[src/rtl/vend_arbiter_if.sv]
// Coin, dispenser and payout signals between the two-slot vending front end
// and its environment. The arbiter connects through the slave modport.
interface vend_arbiter_if;
    logic [1:0] coin_a;
    logic [1:0] coin_b;
    logic       disp_ack;
    logic       disp_req;
    logic       disp_sel;
    logic       change_a;
    logic       change_b;
    logic       reject_a;
    logic       reject_b;

    modport master (
        output coin_a, coin_b, disp_ack,
        input  disp_req, disp_sel, change_a, change_b, reject_a, reject_b
    );

    modport slave (
        input  coin_a, coin_b, disp_ack,
        output disp_req, disp_sel, change_a, change_b, reject_a, reject_b
    );
endinterface

[src/rtl/vend_arbiter.sv]
// Two-slot credit keeper with a round-robin grant of one shared dispenser,
// a req/ack handshake, and 5-unit change payout of any overshoot.
module vend_arbiter #(
    parameter int unsigned PRICE    = 15,
    parameter int unsigned CREDIT_W = 5
) (
    input logic           clk,
    input logic           rst,
    vend_arbiter_if.slave bus
);
    localparam logic [CREDIT_W-1:0] PRICE_C = CREDIT_W'(PRICE);
    localparam logic [CREDIT_W-1:0] FIVE_C  = CREDIT_W'(5);
    localparam logic [CREDIT_W-1:0] TEN_C   = CREDIT_W'(10);

    typedef enum logic [1:0] {
        S_IDLE   = 2'd0,
        S_REQ    = 2'd1,
        S_CHANGE = 2'd2
    } state_e;

    state_e                     state_q, state_d;
    logic [1:0][CREDIT_W-1:0]   credit_q, credit_d;
    logic                       last_srv_q, last_srv_d;
    logic                       disp_req_q, disp_req_d;
    logic                       disp_sel_q, disp_sel_d;
    logic [1:0]                 change_q, change_d;
    logic [1:0]                 reject_q, reject_d;

    logic [1:0][1:0]            coin;
    logic [1:0]                 pending;
    logic [1:0]                 accepting;
    logic                       busy;

    always_comb begin
        state_d    = state_q;
        credit_d   = credit_q;
        last_srv_d = last_srv_q;
        disp_sel_d = disp_sel_q;
        disp_req_d = 1'b0;
        change_d   = '0;
        reject_d   = '0;
        pending    = '0;
        accepting  = '0;
        coin[0]    = bus.coin_a;
        coin[1]    = bus.coin_b;
        busy       = (state_q != S_IDLE);

        // Coin intake: the granted slot is locked out until it is released.
        for (int i = 0; i < 2; i++) begin
            pending[i]   = (credit_q[i] >= PRICE_C);
            accepting[i] = !pending[i] && !(busy && (disp_sel_q == 1'(i)));
            unique case (coin[i])
                2'b01: begin
                    if (accepting[i]) credit_d[i] = credit_q[i] + FIVE_C;
                    else              reject_d[i] = 1'b1;
                end
                2'b10: begin
                    if (accepting[i]) credit_d[i] = credit_q[i] + TEN_C;
                    else              reject_d[i] = 1'b1;
                end
                2'b11:   reject_d[i] = 1'b1;
                default: ;
            endcase
        end

        // Dispenser grant, handshake and change payout for the selected slot.
        unique case (state_q)
            S_IDLE: begin
                if (pending[0] || pending[1]) begin
                    disp_sel_d = (pending[0] && pending[1]) ? ~last_srv_q : pending[1];
                    disp_req_d = 1'b1;
                    state_d    = S_REQ;
                end
            end
            S_REQ: begin
                if (bus.disp_ack) begin
                    credit_d[disp_sel_q] = credit_q[disp_sel_q] - PRICE_C;
                    last_srv_d           = disp_sel_q;
                    if (credit_d[disp_sel_q] != '0) begin
                        change_d[disp_sel_q] = 1'b1;
                        state_d              = S_CHANGE;
                    end else begin
                        state_d = S_IDLE;
                    end
                end else begin
                    disp_req_d = 1'b1;
                end
            end
            S_CHANGE: begin
                credit_d[disp_sel_q] = credit_q[disp_sel_q] - FIVE_C;
                if (credit_d[disp_sel_q] == '0) state_d = S_IDLE;
                else                            change_d[disp_sel_q] = 1'b1;
            end
            default: state_d = S_IDLE;
        endcase
    end

    always_ff @(posedge clk) begin
        if (rst) begin
            state_q    <= S_IDLE;
            credit_q   <= '0;
            last_srv_q <= 1'b1;
            disp_req_q <= 1'b0;
            disp_sel_q <= 1'b0;
            change_q   <= '0;
            reject_q   <= '0;
        end else begin
            state_q    <= state_d;
            credit_q   <= credit_d;
            last_srv_q <= last_srv_d;
            disp_req_q <= disp_req_d;
            disp_sel_q <= disp_sel_d;
            change_q   <= change_d;
            reject_q   <= reject_d;
        end
    end

    assign bus.disp_req = disp_req_q;
    assign bus.disp_sel = disp_sel_q;
    assign bus.change_a = change_q[0];
    assign bus.change_b = change_q[1];
    assign bus.reject_a = reject_q[0];
    assign bus.reject_b = reject_q[1];
endmodule

[src/flat_wrapper.sv]
// flat-port wrapper written by rule: the top's interface ports become plain ports
module vend_arbiter_flat 
#(
    parameter int unsigned PRICE    = 15,
    parameter int unsigned CREDIT_W = 5
)
  (clk, rst, bus_coin_a, bus_coin_b, bus_disp_ack, bus_disp_req, bus_disp_sel, bus_change_a, bus_change_b, bus_reject_a, bus_reject_b);
  vend_arbiter_if bus_i ();
  input logic clk;
  input logic rst;
  input wire logic [$bits(bus_i.coin_a)-1:0] bus_coin_a;
  input wire logic [$bits(bus_i.coin_b)-1:0] bus_coin_b;
  input wire logic [$bits(bus_i.disp_ack)-1:0] bus_disp_ack;
  output wire logic [$bits(bus_i.disp_req)-1:0] bus_disp_req;
  output wire logic [$bits(bus_i.disp_sel)-1:0] bus_disp_sel;
  output wire logic [$bits(bus_i.change_a)-1:0] bus_change_a;
  output wire logic [$bits(bus_i.change_b)-1:0] bus_change_b;
  output wire logic [$bits(bus_i.reject_a)-1:0] bus_reject_a;
  output wire logic [$bits(bus_i.reject_b)-1:0] bus_reject_b;
  assign bus_i.coin_a = bus_coin_a;
  assign bus_i.coin_b = bus_coin_b;
  assign bus_i.disp_ack = bus_disp_ack;
  assign bus_disp_req = bus_i.disp_req;
  assign bus_disp_sel = bus_i.disp_sel;
  assign bus_change_a = bus_i.change_a;
  assign bus_change_b = bus_i.change_b;
  assign bus_reject_a = bus_i.reject_a;
  assign bus_reject_b = bus_i.reject_b;
  vend_arbiter #(.PRICE(PRICE), .CREDIT_W(CREDIT_W)) u_core (.clk(clk), .rst(rst), .bus(bus_i));
endmodule
[config.mk]
export PLATFORM = sky130hd
export DESIGN_NAME = vend_arbiter_flat
export DESIGN_NICKNAME = d
export VERILOG_FILES = /design/src/rtl/vend_arbiter_if.sv /design/src/rtl/vend_arbiter.sv /design/src/flat_wrapper.sv
export SDC_FILE = /design/constraint.sdc
export NUM_CORES = 1
export LEC_CHECK = 0
export BUFFER_PORTS_ARGS = -buffer_cell sky130_fd_sc_hd__buf_2
export CAP_MARGIN = 20
export CORE_ASPECT_RATIO = 0.5
export CORE_UTILIZATION = 42
export DETAILED_ROUTE_END_ITERATION = 12
export GPL_TIMING_DRIVEN = 1
export SETUP_SLACK_MARGIN = 0.02
export SLEW_MARGIN = 20
export SYNTH_ARGS = -nofsm -noshare
export SYNTH_HDL_FRONTEND = slang
export SYNTH_SLANG_ARGS = --single-unit
[constraint.sdc]
create_clock -name clk -period 3.6 [get_ports clk]
set_input_delay 0.72 -clock clk [delete_from_list [all_inputs] [get_ports clk]]
set_output_delay 0.72 -clock clk [all_outputs]
set_load 0.02 [all_outputs]
# --- After elaboration in Yosys (flattened, before gate mapping) ---
# Index checks and enable logic that the tools add are counted.
word_totals:
  out_inout_bits: 6
  word_cells: 88
  reg_bits: 19
  in_bits: 7
classes:
  n_addsub: 6
  n_bitwise: 2
  n_mux: 37
  eq_ne: 11
  n_lt_le_gt_ge: 4
  reduce_logical: 20
op_table:
  columns: ["operator", "count"]
  rows:
  - ["$mux 5", 11]
  - ["$bwmux 10", 2]
  - ["$pmux 10 s2", 1]
  - ["$pmux 5 s2", 2]
  - ["$mux 2", 7]
  - ["$add 5x3->5 const B", 2]
  - ["$add 5x4->5 const B", 2]
  - ["$eq 2x2->1 const B", 5]
  - ["$ge 5x4->1 const B", 2]
  - ["$mux 10", 1]
  - ["$eq 2x1->1 const B", 3]
  - ["$logic_and 1x1->1", 6]
  - ["$mux 1", 6]
  - ["$pmux 1 s2", 3]
  - ["$pmux 2 s3", 1]
  - ["$demux 5 s1", 1]
  - ["$logic_not 5->1", 1]
  - ["$reduce_bool 5->1", 1]
  - ["$sub 5x3->5 const B", 1]
  - ["$sub 5x4->5 const B", 1]
  - ["$logic_not 1->1", 4]
  - ["$ne 2x1->1 const B", 2]
  - ["$pmux 2 s2", 1]
  - ["$reduce_and 2->1", 2]
  - ["other kinds (10)", 12]

# --- Depth between registers and ports, before layout ---
# Gate-level depths: netlist (run 1).
depth:
  depth_word: 13
  mapped_depth: 11
  mapped_depth_nobuf: 9

# --- Worst setup path before layout (run 1) ---
# Ideal clock, no wire load.
synth_timing:
  path_kind: "register to register"
  from: "reg u_core.disp_sel_q, in the netlist u_core.bus.disp_sel"
  to: "reg u_core.change_q[0]"
  synth_period_minus_slack_ns: 2.415
  n_path_buf: 2
  t_arrival_ns: 2.298
  setup_slack_ns: 1.185
  required_ns: 3.483
  setup_ns: 0.117
  stages_incl_launch_ff: 10
  cell_sequence: "dfxtp_1 -> buf_4 -> clkbuf_1 -> mux2i_1 -> ha_1 -> o21ai_1 -> xor2_1 -> o31ai_4 -> a21boi_1 -> nor2_1"
synth_between:
  elab_chain_cells: 13
  word_cells_on_any_way: 36
  cone_classes: "2 x add/sub; 2 x order compare; 22 x mux; 1 x bitwise; 9 x reduce/logical"
synth_rtl:
  columns: ["item", "line_no", "text"]
  rows:
  - ["start, declared", "vend_arbiter.sv:25", "logic disp_sel_q, disp_sel_d;"]
  - ["start signal, assigned", "vend_arbiter.sv:112", "disp_sel_q <= disp_sel_d;"]
  - ["branches (longest 12 deep; another with $sub 5x4->5)", null, null]
  - ["$pmux 2 s2 (*)", "vend_arbiter.sv:67", "unique case (state_q)"]
  - ["end signal, assigned", "vend_arbiter.sv:113", "change_q <= change_d;"]
  - ["end, declared", "vend_arbiter.sv:26", "logic [1:0] change_q, change_d;"]
# Every way passes the cells marked *. The select of a mux whose other input is x is not followed.
# A chain may end at the register's enable or synchronous reset.

# --- Final worst setup path (run 1) ---
# Ends and elaborated chain as after synthesis.

==> results.md, run 1 <==
Clock tree:
- The CTS tree is done.
- The number of buffers created by CTS is 3.
- The clock transition at the register clock pins on the worst setup and hold paths after CTS is 0.08 ns.
- For this design, the CTS-stage hold fixing added 0 buffers.
- In this run the number of H-tree levels came out at 1.
- The total setup buffers inserted after CTS is 0.
- The count of cells resized by post-cts repair is 0.
- The clock sink count is 19.
- The clock insertion delay at the later pin of the skew report is 0.26 ns.
- Counting along the longest clock path gives a buffer depth of 2.
- The cell chosen for the clock root is clkbuf_8.

Logic synthesis:
- Counting every net in the synthesized netlist gives 261.
- The number of different library cells in the post-synthesis netlist is 48.
- The number of warnings printed during yosys synthesis is 0.
- In this run, synthesis produced a sequential element count of 19.
- Among all flip-flop cells after synthesis, the most frequent one is dfxtp_1.
- The cell type contributing the most total cell area after synthesis is dfxtp_1.
- The mean instance size in the synthesized netlist is 7.54 um2.
- The sequential share of the synthesized area is 21.5%.
- The number of standard cells after synthesis is 235.
- The fraction of registers with async set or reset after synthesis is 0%.
- The count of flip-flops with a built-in enable after synthesis is 0.
- The share of the synthesized area in the top cell type is 21.5%.
- Yosys attributes the largest share of cell area to dfxtp_1 (21%), ha_1 (13%), a21oi_1 (6.5%), o21ai_0 (5.6%), nand2_1 (4.9%).
- After synthesis the cells add up to 0.00177 mm2.

Critical path:
- The cell with the biggest individual delay on the critical path is dfxtp_1.
- Traced cell by cell, the critical path runs through nand2b_1, nand2_1, inv_1, ha_1, o21ai_1, xor2_1, o31ai_4, a21boi_1, nor2_1.
- For this run, the slowest stage of the critical path takes 0.82 ns.
- The setup path with the least slack is of type reg -> reg.
- Of all nets on the critical path, the largest fanout is 23.
- The data arrival time of the worst path is 2.68 ns.
- At the worst endpoint, the required time is 3.76 ns.
- The nature of the critical path startpoint is a flip-flop.
- The sort of element at the end of the critical path is a flip-flop.
- The register-to-register setup slack is 1.08 ns.

Power:
- Cell internal power was estimated by the tool at 445 uW.
- The clock network is responsible for 19.9% of the overall power.
- The logic gate share of total power is 43.7%.
- In this run the static leakage power is 0.762 nW.
- The switching power share of the total is 43.5%.
- Across the VDD grid, the largest voltage drop is 0.147 mV.
- In this run the power spent charging and discharging nets is 342 uW.
- Sequential cells account for 36.4% of the total power.
- The power per cell area is 418 mW/mm2.
- Power comes to 787 uW.

Placement:
- In this run, placement finished with an instance count of 288.
- The count of input and output buffers is 12.
- The detailed placement HPWL is 3.57 mm.
- The final weighted congestion in routability-driven placement is 0.894.

Die:
- Once the floorplan was initialized, standard cells occupied 44.7% of the core.
- The die covers 0.00450 mm2.
- The floorplan step set the die height to 47.9 um.
- The site row count is 16.
- Measured along the x axis, the die boundary spans 93.9 um.
- The floorplan step defined a core boundary enclosing 0.00396 mm2.
- During I/O placement, the number of pins put on the boundary was 13.

Final layout:
- Excluding fillers, the count of instances in the completed layout stands at 292.
- At the end of the flow, the number of nets in the layout was 265.
- The number of diodes added for antenna fixing is 0.
- In the layout the commonest cells are nand2_1 (23), a21oi_1 (23), o21ai_0 (20).
- Summing all multi-input logic gate instances after layout gives 0.00126 mm2.
- Across the whole layout, storage elements account for 380 um2.
- The relative area change from synthesis to final layout is 6.14%.
- Counting the fill cells in the layout gives 425.
- The post-route netlist has 9.66% of its cells at a drive strength greater than 1.

Flow run:
- The max-capacitance violation count is 0.

STA:
- The final number of max-transition violations is 0.
- The upper clock frequency limit is 0.398 GHz.
- The count of final setup violators is 0.
- The total negative setup slack is 0 ns.
- The post-route minimum period is 2.52 ns.
- The hold violation count in the final report was 0.
- Setup repair after global routing left no endpoint under its margin.
- The transition time at the pin with the least slew margin is 0.766 ns.
- The worst max-slew margin expressed relative to the limit is 48.9%.
- Dividing the final minimum period by the clock period gives 69.9%.
- The worst clock skew on the final layout is 0.00119 ns.
- On the final layout, the worst hold slack is 0.563 ns.

Global routing:
- The initial antenna violation count is 0.
- The layer flagged by global routing as most heavily used is met2.
- For met1 alone, demand over resource in global routing was 30.7%.
- The first global-routing pass estimated 7.36 mm of wire.
- Entering global routing, the biggest net connects 24 pins.
- For this run the aggregate overflow at the end of global routing stands at 0.
- In the global route stage, met2 resource usage came out at 37.1%.
- The global router's overall resource usage is 22.2%.
- The met3 demand-to-capacity share in global routing is 3.02%.
- The via count of the first global-routing pass came to 1,459.

Drt:
- The routed via count is 1,706.
- The via density per instance is 5.84.
- After the first detailed-routing iteration, the DRC count stood at 102.
- The number of DRC violations after detailed routing is 0.
- The routed design has 4.71 mm of wire.
- The residual antenna-violating net count after detailed routing is 0.
- The first detailed-routing pass took 4 iterations.
- The average wire length per cell after detail routing is 16.1 um.

Status:
- The run finished with clean final reports.

Hold path:
- The min-delay analysis places its worst path in the category reg -> reg.
## critical path, delay by kind of cell, from the launching register on
family,cells,cell delay [ns]
AO/OA/AOI/OAI,3,0.70
XOR/XNOR,1,0.22
adder cells (fa/ha/maj),1,0.18
buffers and inverters,1,0.09
flip-flops,1,0.82
AND/OR/NAND/NOR,3,0.39
## cells in the mapped netlist (all sizes together), types with 3 or more instances
cell and count:
a21oi 23, nand2 23, o21ai 22, dfxtp 19, ha 19, inv 17
nor2 14, clkbuf 8, mux2i 7, o22ai 7, nor2b 6, nor3 6
buf 5, o31ai 5, xor2 5, a211oi 4, a21o 4, nand2b 4
nand3 4, xnor2 4, nand4 3
## cell type report
class	count	area share, %
multi-input cells	186	67.2
flip-flops and latches	19	20.2
repair buffers	12	3.19
well taps	54	3.59
clock inverters	1	0.266
clock buffers	3	2.19
inverters	17	3.39
## flip-flops by register name, summed over array words and instances, names as in the netlist
register / count
u_core.bus.disp_req: 1
u_core.bus.disp_sel: 1
u_core.change_q: 2
u_core.credit_q: 10
u_core.last_srv_q: 1
u_core.reject_q: 2
u_core.state_q: 2
## final timing paths
check,to,start,depth (start not counted)
max,u_core.change_q[0]$_SDFF_PP0_,u_core.bus.disp_sel$_SDFFE_PP0P_,9
min,u_core.bus.disp_sel$_SDFFE_PP0P_,u_core.last_srv_q$_SDFFE_PP1P_,3
max reg2reg,u_core.change_q[0]$_SDFF_PP0_,u_core.bus.disp_sel$_SDFFE_PP0P_,9
min reg2reg,u_core.bus.disp_sel$_SDFFE_PP0P_,u_core.last_srv_q$_SDFFE_PP1P_,3
## cell families after synthesis
| logic type | synth area share (%) |
|---|---|
| fa+ha+maj | 13.4 |
| flops | 21.5 |
| xor+xnor | 4.45 |
| buf+inv | 7.27 |
| compound gates | 31.8 |
| simple gates | 17.6 |
| mux | 3.95 |
## metrics by stage
stage               util [%]  setup WS, ns  instance area, um2
global placement        46.3          1.14                1840
CTS                     47.5          1.08                1880
finish                  47.5          1.08                1880
floorplan                  -          1.19                1770
global route            47.5         0.834                1880
detailed placement      46.3          1.09                1840
## routing by layer
metal,vias up,part of all wire (%),wire length (um)
met4,0,1.4,65
met1,801,51,2400
met2,48,44,2050
li1,851,-,-
met5,-,0,0
met3,6,4.0,189
## power groups by stage
stage                     logic, mW  registers, mW  clock network [mW]
after CTS                     0.341          0.286               0.160
after global routing          0.381          0.291               0.166
after global placement        0.341          0.291                   0
after detailed placement      0.339          0.291                   0
after floorplan               0.289          0.260                   0
final                         0.344          0.286               0.157
(Power assumes the default switching activity.)
==> run 2, diff against run 1 <==
==> constraint.sdc (replaced) <==
create_clock -name clk -period 2.4 [get_ports clk]
set_input_delay 0.48 -clock clk [delete_from_list [all_inputs] [get_ports clk]]
set_output_delay 0.48 -clock clk [all_outputs]
set_load 0.02 [all_outputs]
==> run 2 against run 1 <==
Net effect: combinational power increased by 53%; clock power increased by 44%; total power increased by 49%; non-clock buffer count increased by 4; global-route usage decreased by 0.82 points; clock-buffer cell count increased by 1; fmax increased by 18%; sequential cell count unchanged; largest cell class unchanged.
==> results.md, run 2 (same netlist as run 1, synthesis figures left out) <==
Status:
- Status: finished, final reports clean (unchanged).

STA:
- The worst max-slew margin expressed relative to the limit was 68.4% (was 48.9%).
- Setup repair after global routing missed its margin: no (unchanged).
- The upper clock frequency limit is 0.471 GHz (was 0.398 GHz).
- The transition time at the pin with the least slew margin was 0.474 ns (was 0.766 ns).
- The total negative setup slack is 0 ns (unchanged).
- The count of final setup violators is 0 (unchanged).
- The worst clock skew on the final layout is 0.00580 ns (was 0.00119 ns).
- The final cycle utilization of the critical path is 88.5% (was 69.9%).
- The post-route minimum period is 2.12 ns (was 2.52 ns).
- The hold violation count in the final report is 0 (unchanged).
- The final number of max-transition violations is 0 (unchanged).

Final layout:
- The relative area change from synthesis to final layout is 7.76% (was 6.14%).
- The post-layout net count is 269 (was 265).
- The share of layout cells above drive strength 1 was 10.7% (was 9.66%).
- The storage element area came to 380 um2 (unchanged).
- The number of diodes added for antenna fixing is 0 (unchanged).
- Leading cell types in the layout, fill and taps excluded: nand2_1 (23), a21oi_1 (23), o21ai_0 (20) (unchanged).
- The largest register by flop count is u_core.credit_q (unchanged).
- The utilization after layout is 48.2% (was 47.5%).
- The area taken by multi-input logic gates is 0.00126 mm2 (unchanged).
- The count of fill cells added during filler insertion came to 410 (was 425).
- The number of flip-flops under the largest register name is 10 (unchanged).

Placement:
- The final weighted congestion in routability-driven placement is 0.890 (was 0.894).
- The detailed placement HPWL is 3.44 mm (was 3.57 mm).
- The count of input and output buffers is 12 (unchanged).

Drt:
- The residual antenna-violating net count after detailed routing was 0 (unchanged).
- The average wire length per cell after detail routing is 15.3 um (was 16.1 um).
- The routed via count is 1,694 (was 1,706).
- The total wire length after detailed routing is 4.53 mm (was 4.71 mm).
- The detailed router's first-iteration violation count is 149 (was 102).
- The iteration count of the initial detailed-routing pass is 4 (unchanged).
- The via density per instance is 5.72 (was 5.84).
- The number of DRC violations after detailed routing is 0 (unchanged).

Hold path:
- The path category of the worst min-delay check was in -> reg (was reg -> reg).

Critical path:
- The data arrival time of the worst path came to 2.28 ns (was 2.68 ns).
- The maximum net fanout on the critical path is 9 (was 23).
- The data required time of the critical path is 2.56 ns (was 3.76 ns).
- The sort of element at the end of the critical path is a flip-flop (unchanged).
- The type of the worst setup path is reg -> reg (unchanged).
- The nature of the critical path startpoint is a flip-flop (unchanged).

Global routing:
- The global router's overall resource usage is 21.4% (was 22.2%).
- The initial antenna violation count is 0 (unchanged).
- The via count of the first global-routing pass came to 1,394 (was 1,459).
- The total congestion overflow after global routing is 0 (unchanged).
- The maximum number of pins on one net before global-route repair is 18 (was 24).
- The global-route wire length before repair is 7.20 mm (was 7.36 mm).

Clock tree:
- The clock sink count came to 19 (unchanged).
- The cell chosen for the clock root is clkbuf_8 (unchanged).
- The total setup buffers inserted after CTS was 0 (unchanged).
- The CTS tree is done (unchanged).
- The maximum level of the CTS H-tree came to 1 (unchanged).
- The number of buffers created by CTS is 3 (unchanged).
- The count of cells resized by post-cts repair came to 0 (unchanged).
- The hold buffer count at cts was 0 (unchanged).
- The clock insertion delay at the later pin of the skew report is 0.26 ns (about the same).
- The buffer depth of the longest clock path is 2 (unchanged).
- The clock transition at the register clock pins on the worst setup and hold paths after CTS is 0.07 ns (was 0.08 ns).

Die:
- The floorplan die height is 47.9 um (unchanged).
- The placeable core region is 0.00396 mm2 (unchanged).
- The area enclosed by the die boundary is 0.00450 mm2 (unchanged).
- The chip width is 93.9 um (unchanged).
- The total I/O pin count was 13 (unchanged).
- The starting density of the core is 44.7% (unchanged).
- The site row count is 16 (unchanged).

Power:
- The leakage power of the design came to 0.780 nW (was 0.762 nW).
- The power per cell area is 613 mW/mm2 (was 418 mW/mm2).
- The peak ir drop on the vdd network came to 0.196 mV (was 0.147 mV).

Flow run:
- The max-capacitance violation count came to 0 (unchanged).
==> run 2: final timing paths <==
check	slack [ns]	cells past startpoint	to	from
setup / recovery	0.28	7	u_core.credit_q[5]$_SDFF_PP0_	u_core.credit_q[5]$_SDFF_PP0_
hold / removal	0.58	2	u_core.bus.disp_sel$_SDFFE_PP0P_	rst
setup reg to reg	0.28	7	u_core.credit_q[5]$_SDFF_PP0_	u_core.credit_q[5]$_SDFF_PP0_
hold reg to reg	0.59	1	u_core.credit_q[0]$_SDFF_PP0_	u_core.credit_q[0]$_SDFF_PP0_
==> run 2: stage by stage <==
stage / instance area (um2) / worst slack, ns / hold WS (ns) / power (mW) / std cells
2_1_floorplan: 1770 / 0.0935 / 0.502 / 0.824 / 235
3_3_place_gp: 1870 / 0.301 / 0.547 / 0.948 / 292
3_5_place_dp: 1870 / 0.304 / 0.571 / 0.944 / 292
4_1_cts: 1910 / 0.280 / 0.582 / 1.17 / 296
5_1_grt: 1910 / 0.0650 / 0.596 / 1.26 / 296
6_report: 1910 / 0.277 / 0.581 / 1.17 / 296
==> run 2: per-layer routing <==
metal | global-route usage [%] | vias to the layer above | wire length (um)
met3 | 3.81 | 4 | 371
met4 | 4.92 | 0 | 46
met2 | 30.7 | 68 | 1740
met1 | 32.7 | 767 | 2360
li1 | - | 855 | -
met5 | 0 | - | 0
==> run 2: critical path, cell delays in order (launching register included) <==
cell and delay, ns:
dfxtp_1 0.41, ha_1 0.30, a22o_1 0.28, a211oi_2 0.41
nand2_1 0.15, inv_1 0.11, a211oi_1 0.09, a2111oi_2 0.27
==> run 2: layout make-up <==
cell class	instances	area share (%)
clock buffers	4	2.36
multi-input cells	186	66.1
well taps	54	3.54
inverters	17	3.34
flip-flops and latches	19	19.9
repair buffers	16	4.72
==> run 2: where the power goes <==
group	total, mW	internal (mW)	switching [mW]
Clock	0.226	0.118	0.108
Combinational	0.527	0.209	0.318
Sequential	0.419	0.352	0.0661
==> run 3, diff against run 2 <==
==> constraint.sdc (replaced) <==
create_clock -name clk -period 2.5 [get_ports clk]
set_input_delay 0.5 -clock clk [delete_from_list [all_inputs] [get_ports clk]]
set_output_delay 0.5 -clock clk [all_outputs]
set_load 0.02 [all_outputs]
==> run 3 against run 2 <==
Net effect: first-iteration DRC count decreased by 35%; wire length increased by 0.80%; global-route usage decreased by 0.16 points; sequential share of layout area unchanged.
==> results.md, run 3 (same netlist as run 1, synthesis figures left out) <==
Clock tree:
- The cell chosen for the clock root is clkbuf_8 (unchanged).
- The maximum level of the CTS H-tree is 1 (unchanged).
- The number of buffers created by CTS is 3 (unchanged).
- The count of cells resized by post-cts repair came to 0 (unchanged).
- The buffer depth of the longest clock path is 2 (unchanged).
- The total setup buffers inserted after CTS came to 0 (unchanged).
- The hold buffer count at cts is 0 (unchanged).
- The clock sink count was 19 (unchanged).
- The CTS tree is done (unchanged).
- The clock insertion delay at the later pin of the skew report is 0.26 ns (about the same).
- The clock transition at the register clock pins on the worst setup and hold paths after CTS was 0.07 ns (about the same).

STA:
- The total negative setup slack is 0 ns (unchanged).
- The final cycle utilization of the critical path is 88.2% (was 88.5%).
- The worst max-slew margin expressed relative to the limit is 68.7% (was 68.4%).
- The least setup slack across all paths after layout is 0.295 ns (was 0.277 ns).
- The transition time at the pin with the least slew margin is 0.469 ns (was 0.474 ns).
- The final number of max-transition violations is 0 (unchanged).
- The upper clock frequency limit is 0.454 GHz (was 0.471 GHz).
- Setup repair after global routing missed its margin: no (unchanged).
- The worst clock skew on the final layout is 0.00391 ns (was 0.00580 ns).
- The count of final setup violators is 0 (unchanged).
- The post-route minimum period was 2.20 ns (was 2.12 ns).
- The hold violation count in the final report came to 0 (unchanged).

Placement:
- The final weighted congestion in routability-driven placement came to 0.920 (was 0.890).
- The count of input and output buffers is 12 (unchanged).
- The detailed placement HPWL was 3.51 mm (was 3.44 mm).
- The setup slack after placement is 0.321 ns (was 0.304 ns).

Hold path:
- The worst min-delay path endpoint is u_core.state_q[1]$_SDFFE_PP0P_ (was u_core.bus.disp_sel$_SDFFE_PP0P_).
- The hold path depth is 3 (was 2).
- The path category of the worst min-delay check is reg -> reg (was in -> reg).
- The hold path startpoint is u_core.state_q[1]$_SDFFE_PP0P_ (was rst).

Critical path:
- The count of buffer and inverter cells on the critical path came to 1 (unchanged).
- The data required time of the critical path is 2.65 ns (was 2.56 ns).
- The register-to-register setup slack was 0.30 ns (was 0.28 ns).
- The nature of the critical path startpoint is a flip-flop (unchanged).
- The type of the worst setup path is reg -> reg (unchanged).
- The critical path's largest stage delay is 0.54 ns (was 0.41 ns).
- CP cell instances: nand2b_1, nand2_1, inv_1, ha_1, o21ai_1, xor2_1, o31ai_4, a21boi_1, nor2_1 (was ha_1, a22o_1, a211oi_2, nand2_1, inv_1, a211oi_1, a2111oi_2).
- The number of cell instances on the worst register-to-register path is 9 (was 7).
- The startpoint of the lowest-slack register-to-register path is u_core.bus.disp_sel$_SDFFE_PP0P_ (was u_core.credit_q[5]$_SDFF_PP0_).
- The maximum net fanout on the critical path was 10 (was 9).
- The cell with the biggest individual delay on the critical path is dfxtp_1 (unchanged).
- The data arrival time of the worst path is 2.36 ns (was 2.28 ns).
- The kind of cell adding the most delay to the critical path is compound AO/OA/AOI/OAI gates (unchanged).
- The sort of element at the end of the critical path is a flip-flop (unchanged).
- The capture point of the worst reg-to-reg path is u_core.change_q[0]$_SDFF_PP0_ (was u_core.credit_q[5]$_SDFF_PP0_).

Global routing:
- The maximum number of pins on one net before global-route repair is 16 (was 18).
- The total congestion overflow after global routing is 0 (unchanged).
- The global-route wire length before repair is 7.25 mm (was 7.20 mm).
- The initial antenna violation count is 0 (unchanged).
- The global router's overall resource usage is 21.3% (was 21.4%).
- The via count of the first global-routing pass came to 1,415 (was 1,394).

Drt:
- The residual antenna-violating net count after detailed routing was 0 (unchanged).
- The routed via count is 1,690 (was 1,694).
- The number of DRC violations after detailed routing is 0 (unchanged).
- The via density per instance is 5.71 (was 5.72).
- The total wire length after detailed routing came to 4.56 mm (was 4.53 mm).
- The detailed router's first-iteration violation count is 97 (was 149).
- The iteration count of the initial detailed-routing pass is 4 (unchanged).
- The average wire length per cell after detail routing is 15.4 um (was 15.3 um).

Final layout:
- The count of fill cells added during filler insertion is 398 (was 410).
- The number of diodes added for antenna fixing is 0 (unchanged).
- The largest register by flop count is u_core.credit_q (unchanged).
- The post-layout net count is 269 (unchanged).
- Leading cell types in the layout, fill and taps excluded: nand2_1 (23), a21oi_1 (23), o21ai_0 (20) (unchanged).
- The number of flip-flops under the largest register name is 10 (unchanged).
- The relative area change from synthesis to final layout is 7.76% (unchanged).
- The share of layout cells above drive strength 1 is 10.7% (unchanged).

Power:
- The leakage power of the design is 0.780 nW (unchanged).
- The power per cell area is 594 mW/mm2 (was 613 mW/mm2).
- The peak ir drop on the vdd network was 0.208 mV (was 0.196 mV).

Status:
- Status: finished, final reports clean (unchanged).

Die:
- The floorplan die height came to 47.9 um (unchanged).
- The starting density of the core came to 44.7% (unchanged).
- The area enclosed by the die boundary is 0.00450 mm2 (unchanged).
- The total I/O pin count is 13 (unchanged).
- The chip width is 93.9 um (unchanged).
- The site row count is 16 (unchanged).
- The placeable core region is 0.00396 mm2 (unchanged).

Flow run:
- The max-capacitance violation count is 0 (unchanged).
## run 3: worst register-to-register path, stage by stage (launching register included)
cell,delay [ns]
dfxtp_1,0.54
nand2b_1,0.22
nand2_1,0.11
inv_1,0.09
ha_1,0.18
o21ai_1,0.10
xor2_1,0.22
o31ai_4,0.34
a21boi_1,0.25
nor2_1,0.06
## run 3: worst max-delay path by stage
| stage | from | endpoint | slack (ns) | depth (start not counted) |
|---|---|---|---|---|
| 2_1_floorplan | u_core.bus.disp_sel$_SDFFE_PP0P_ | u_core.change_q[0]$_SDFF_PP0_ | 0.09 | 9 |
| 3_3_place_gp | u_core.bus.disp_sel$_SDFFE_PP0P_ | u_core.change_q[0]$_SDFF_PP0_ | 0.38 | 9 |
| 6_report | u_core.bus.disp_sel$_SDFFE_PP0P_ | u_core.change_q[0]$_SDFF_PP0_ | 0.30 | 9 |
| 4_1_cts | u_core.bus.disp_sel$_SDFFE_PP0P_ | u_core.change_q[0]$_SDFF_PP0_ | 0.30 | 9 |
| 3_5_place_dp | u_core.bus.disp_sel$_SDFFE_PP0P_ | u_core.change_q[0]$_SDFF_PP0_ | 0.32 | 9 |
| 5_1_grt | u_core.bus.disp_sel$_SDFFE_PP0P_ | u_core.change_q[1]$_SDFF_PP0_ | 0.10 | 9 |
## run 3: layer usage
metal | routed length, um | track usage (%)
met5 | 0 | 0
met4 | 11 | 2.15
met3 | 265 | 4.60
met2 | 1920 | 33.9
met1 | 2360 | 30.6
## run 3: cell type report
type	count	area, um2	area share (%)
repair buffers	16	90.1	4.72
well taps	54	67.6	3.54
clock buffers	4	45.0	2.36
multi-input cells	186	1260	66.1
flip-flops and latches	19	380	19.9
inverters	17	63.8	3.34
## run 3: power breakdown
group	internal, mW	leakage, nW	switching (mW)	total (mW)
Sequential	0.338	0.155	0.0636	0.402
Clock	0.113	0.0228	0.104	0.218
Combinational	0.201	0.603	0.314	0.515
## run 3: metrics by stage
step / total power, mW / utilization (%) / hold slack, ns / instances / cell area [um2]
after floorplan: 0.790 / - / 0.502 / 235 / 1770
after global placement: 0.913 / 47.1 / 0.565 / 292 / 1870
after detailed placement: 0.913 / 47.1 / 0.574 / 292 / 1870
after CTS: 1.13 / 48.2 / 0.596 / 296 / 1910
after global routing: 1.22 / 48.2 / 0.619 / 296 / 1910
final: 1.13 / 48.2 / 0.597 / 296 / 1910
